## config.mk

```make
export PLATFORM = sky130hd
export DESIGN_NAME = mem_stage
export DESIGN_NICKNAME = d
export VERILOG_FILES = /design/src/rtl/mem_stage.sv
export SDC_FILE = /design/constraint.sdc
export NUM_CORES = 1
export LEC_CHECK = 0
export CORE_MARGIN = 2
export CORE_UTILIZATION = 35
export DETAILED_ROUTE_END_ITERATION = 8
export PLACE_DENSITY = 0.66
export SKIP_CTS_REPAIR_TIMING = 1
export SLEW_MARGIN = 5
export SYNTH_ARGS = -nofsm -noshare
export SYNTH_HDL_FRONTEND = slang
export SYNTH_SLANG_ARGS = --single-unit
```

## constraint.sdc

```tcl
create_clock -name clk -period 2.05 [get_ports clk]
set_input_delay 0.41 -clock clk [delete_from_list [all_inputs] [get_ports clk]]
set_output_delay 0.41 -clock clk [all_outputs]
set_load 0.005 [all_outputs]
```

## src/rtl/mem_stage.sv

```systemverilog
// rtl/mem_stage.sv - MEM pipeline stage: branch resolve, data-memory req/ready transfer, registered writeback.
// Optional MEM_MISALIGN_CHECK_EN: misaligned memory ops raise mem_exc instead of issuing a request.
module mem_stage #(
    parameter int ADDR_W = 10
) (
    input  logic              clk,
    input  logic              rst_n,
    input  logic              valid_in,
    input  logic [31:0]       alu_result,
    input  logic [4:0]        write_addr,
    input  logic [31:0]       store_data,
    input  logic              zero,
    input  logic [15:0]       branch_target,
    input  logic              MemRead,
    input  logic              MemWrite,
    input  logic              MemtoReg,
    input  logic              RegWrite,
    input  logic              Branch,
    output logic              mem_stall,
    output logic              pc_src,
    output logic [15:0]       pc_target,
    output logic              dmem_req,
    output logic              dmem_we,
    output logic [ADDR_W-1:0] dmem_addr,
    output logic [31:0]       dmem_wdata,
    input  logic [31:0]       dmem_rdata,
    input  logic              dmem_ready,
    output logic              wb_valid,
    output logic              wb_regwrite,
    output logic [4:0]        wb_addr,
    output logic [31:0]       wb_data,
    output logic              mem_exc
);

    typedef enum logic {IDLE, BUSY} state_t;

    state_t            state_q;
    logic              dmem_we_q;
    logic [ADDR_W-1:0] dmem_addr_q;
    logic [31:0]       dmem_wdata_q;
    logic [4:0]        wr_addr_q;
    logic              regwrite_q;
    logic              memtoreg_q;
    logic [31:0]       alu_q;
    logic              wb_valid_q;
    logic              wb_regwrite_q;
    logic [4:0]        wb_addr_q;
    logic [31:0]       wb_data_q;
    logic              pc_src_q;
    logic [15:0]       pc_target_q;
    logic              mem_exc_q;

    logic is_mem;
    logic misaligned;

    assign is_mem = MemRead | MemWrite;

`ifdef MEM_MISALIGN_CHECK_EN
    assign misaligned = (alu_result[1:0] != 2'b00);
`else
    assign misaligned = 1'b0;
`endif

    always_ff @(posedge clk or negedge rst_n) begin
        if (!rst_n) begin
            state_q       <= IDLE;
            dmem_we_q     <= 1'b0;
            dmem_addr_q   <= '0;
            dmem_wdata_q  <= '0;
            wr_addr_q     <= '0;
            regwrite_q    <= 1'b0;
            memtoreg_q    <= 1'b0;
            alu_q         <= '0;
            wb_valid_q    <= 1'b0;
            wb_regwrite_q <= 1'b0;
            wb_addr_q     <= '0;
            wb_data_q     <= '0;
            pc_src_q      <= 1'b0;
            pc_target_q   <= '0;
            mem_exc_q     <= 1'b0;
        end else begin
            wb_valid_q <= 1'b0;
            pc_src_q   <= 1'b0;
            mem_exc_q  <= 1'b0;
            case (state_q)
                IDLE: begin
                    if (valid_in) begin
                        if (is_mem && misaligned) begin
                            wb_valid_q    <= 1'b1;
                            wb_regwrite_q <= 1'b0;
                            wb_addr_q     <= write_addr;
                            wb_data_q     <= '0;
                            mem_exc_q     <= 1'b1;
                        end else if (is_mem) begin
                            // Load wins when both MemRead and MemWrite are set.
                            dmem_we_q    <= MemWrite & ~MemRead;
                            dmem_addr_q  <= alu_result[ADDR_W+1:2];
                            dmem_wdata_q <= store_data;
                            wr_addr_q    <= write_addr;
                            regwrite_q   <= RegWrite;
                            memtoreg_q   <= MemtoReg;
                            alu_q        <= alu_result;
                            state_q      <= BUSY;
                        end else begin
                            wb_valid_q    <= 1'b1;
                            wb_regwrite_q <= RegWrite;
                            wb_addr_q     <= write_addr;
                            wb_data_q     <= alu_result;
                            pc_src_q      <= Branch & zero;
                            pc_target_q   <= branch_target;
                        end
                    end
                end
                BUSY: begin
                    if (dmem_ready) begin
                        state_q    <= IDLE;
                        wb_valid_q <= 1'b1;
                        wb_addr_q  <= wr_addr_q;
                        if (dmem_we_q) begin
                            wb_regwrite_q <= 1'b0;
                            wb_data_q     <= '0;
                        end else begin
                            wb_regwrite_q <= regwrite_q;
                            wb_data_q     <= memtoreg_q ? dmem_rdata : alu_q;
                        end
                    end
                end
                default: state_q <= IDLE;
            endcase
        end
    end

    // Stall and request come straight from state so reset drops them at once.
    assign mem_stall   = (state_q == BUSY);
    assign dmem_req    = (state_q == BUSY);
    assign dmem_we     = dmem_we_q;
    assign dmem_addr   = dmem_addr_q;
    assign dmem_wdata  = dmem_wdata_q;
    assign pc_src      = pc_src_q;
    assign pc_target   = pc_target_q;
    assign wb_valid    = wb_valid_q;
    assign wb_regwrite = wb_regwrite_q;
    assign wb_addr     = wb_addr_q;
    assign wb_data     = wb_data_q;
    assign mem_exc     = mem_exc_q;

endmodule

```

==> results.yml <==
timing:
  rsz0062_at_grt: "false"
  fmax_mhz: 565
  hold_viol: 0
  fin_crit_sh_pct: 86.4
  setup_viol: 0
  slew_viol_final: 0
  layout_min_cycle_time_ns: 1.77
  finClkSkew_ns: 0.00309
floorplanning:
  fp.coreArea_um2: 15800
  die_x_um: 131
  start_util_pct: 35.8
  die_area_um2: 17200
  num_rows: 46
  fp.dieH_um: 131
  io-pin-count: 229
global_routing:
  grt_remaining_overflow: 0
  grt_pass1_vias: 4623
  track_usage_pct: 17.4
  antenna_found_initial: 0
  grt_pass1_wl_um: 23700
  grt_max_degree: 58
layout:
  multi_input_area_um2: 2080
  antenna_cells: 0
  instances_no_fill: 859
  area_growth_pct: 55.8
  fillers: 1332
  final_cell_mix: "clkdlybuf4s50_1, dfrtp_1, mux2_2"
  drive_above_1_share_pct: 26.7
  fin_nets: 757
  regArea_um2: 3230
  final_common_cell: "clkdlybuf4s50_1"
critical_path:
  cp.required_ns: 1.64
  worstPathCellList: "clkdlybuf4s50_1"
  path_buf_inv: 1
  cp_max_fo: 6
  critPathKind: "flip-flop to output pin"
  crit_path_top_delay_cell: "clkdlybuf4s50_1"
  crit_path_end_kind: "output pin"
  cpPeakStageDelay_ns: 0.52
  cp.arrival_ns: 1.36
  start_kind: "flip-flop"
  critPathTopFamily: "buffers and inverters"
clocking:
  cts.sinks: 129
  clk_path_buf_depth: 2
  clock_latency_ns: 0.41
  h-tree-depth: 4
  cts-root-buf: "clkbuf_16"
  clkTransAtPathRegs_ns: 0.05
  cts_buffers: 17
  cts_tree: "yes"
drt:
  top_layer: "met4"
  drt-vias-per-instance: 4.73
  wl_met3_um: 1220
  drc: 0
  drtAntennaViolNets: 0
  met2WireLength_um: 7050
  wire_per_inst_um: 16.7
  routed_wl_um: 14300
  routedLengthMet1_um: 5770
  via_count: 4061
  drt_pass1_iterations: 4
  drt_iter0_markers: 119
synthesis:
  synth-compound-area-share_pct: 4.24
  syn_nets: 534
  ys_seq_elements: 129
  muxShareOfSynthArea_pct: 31.5
  synth_warnings: 0
  syn_avg_cell_area_um2: 13.9
  synthSimpleGateAreaFrac_pct: 0.751
  synth_top_family_by_area: "multiplexers"
  ys_seq_area_share_pct: 57.0
  synth-xor-area-share_pct: 0
  ys_types: 20
  syn-cell-area_um2: 5670
  synthAdderAreaFrac_pct: 0
  syn_inst: 407
run_status:
  status: "complete, no violations"
pwr:
  power_mw: 10.0
  power_per_cell_area_nw_per_um2: 1140
  p_leak_nw: 3.80
  irDropWorstVdd_v: 0.000505
flow_run:
  maxCapViolations: 0
placed_design:
  place.gp.congestion: 0.736
  place_inst: 826
  hpwl_um: 10300
  port_buffers: 227
hold_path:
  hold_path_class: "flip-flop to flip-flop"
## sequential cells by signal (all words and copies together), names as in the netlist
| signal | flops |
|---|---|
| wb_valid | 1 |
| wb_data | 32 |
| dmem_we | 1 |
| dmem_req | 1 |
| alu_q | 23 |
| wr_addr_q | 5 |
| dmem_addr | 9 |
| wb_addr | 5 |
| dmem_wdata | 32 |
| pc_src | 1 |
| pc_target | 16 |
| wb_regwrite | 1 |
| memtoreg_q | 1 |
| regwrite_q | 1 |
## worst reg2reg max path: stages (launching register included)
cell,delay (ns)
dfrtp_2,0.45
buf_4,0.20
nand2b_1,0.08
buf_4,0.36
o22ai_1,0.15
mux2_1,0.31
## synthesized netlist by cell type, drive strengths merged
cell	number	area share (%)
inv	35	2.3
o21a	1	0.13
nand2b	1	0.11
a21o	2	0.29
dfrtp	129	57
mux2	129	26
a21oi	2	0.18
nor4b	1	0.42
mux2i	33	5.8
o22ai	33	3.6
conb	1	0.066
clkbuf	9	0.60
and3	1	0.11
buf	29	3.6
nor2b	1	0.11
## kinds of logic (layout without fill, tap and decap cells)
| logic type | after synthesis | count (layout) |
|---|---|---|
| simple gates | 4 | 4 |
| mux | 162 | 162 |
| compound gates | 38 | 38 |
| flops | 129 | 129 |
| buf+inv | 73 | 309 |
| other cells | 1 | 1 |
## final cells by class
type                            count  area share, %
Timing Repair Buffer              242           27.9
Sequential cell                   129           36.6
Multi-Input combinational cell    205           23.5
Inverter                           35           1.49
Clock buffer                       23           5.75
Clock inverter                      9           1.70
Tap cell                          216           3.06
## layer usage
layer | vias up | GRT usage, %
met5 | - | 0
met4 | 0 | 7.13
met3 | 26 | 6.52
met2 | 162 | 29.4
met1 | 2007 | 19.9
li1 | 1866 | -
## where the power goes
part	switching (mW)	internal (mW)	total (mW)
Clock	1.08	2.22	3.30
Sequential	0.424	3.29	3.71
Combinational	0.966	2.04	3.01
Total	2.47	7.55	10.0
## final timing paths
check / slack, ns / from / cells past startpoint / endpoint
max: 0.28 / dmem_req$_DFF_PN0_ / 1 / mem_stall
min: 0.49 / wb_data[27]$_DFFE_PN0P_ / 1 / wb_data[27]$_DFFE_PN0P_
max reg2reg: 0.38 / dmem_req$_DFF_PN0_ / 5 / wb_data[27]$_DFFE_PN0P_
min reg2reg: 0.49 / wb_data[27]$_DFFE_PN0P_ / 1 / wb_data[27]$_DFFE_PN0P_
max in group asynchronous: 0.88 / rst_n / 3 / alu_q[19]$_DFFE_PN0P_
min in group asynchronous: 0.50 / rst_n / 2 / dmem_wdata[31]$_DFFE_PN0P_
## stage by stage
step	setup WS, ns	instance area (um2)	util [%]	TNS, ns	hold slack, ns
after floorplan	0.172	5670	-	0	0.114
after global placement	0.0135	8160	51.5	0	0.367
after detailed placement	-0.0374	8160	51.5	-1.42	0.382
after CTS	0.255	8820	55.7	0	-0.0625
after global routing	0.228	8830	55.8	0	0.504
final	0.280	8830	55.8	0	0.487
No activity file was read; power rests on OpenSTA's default activity.
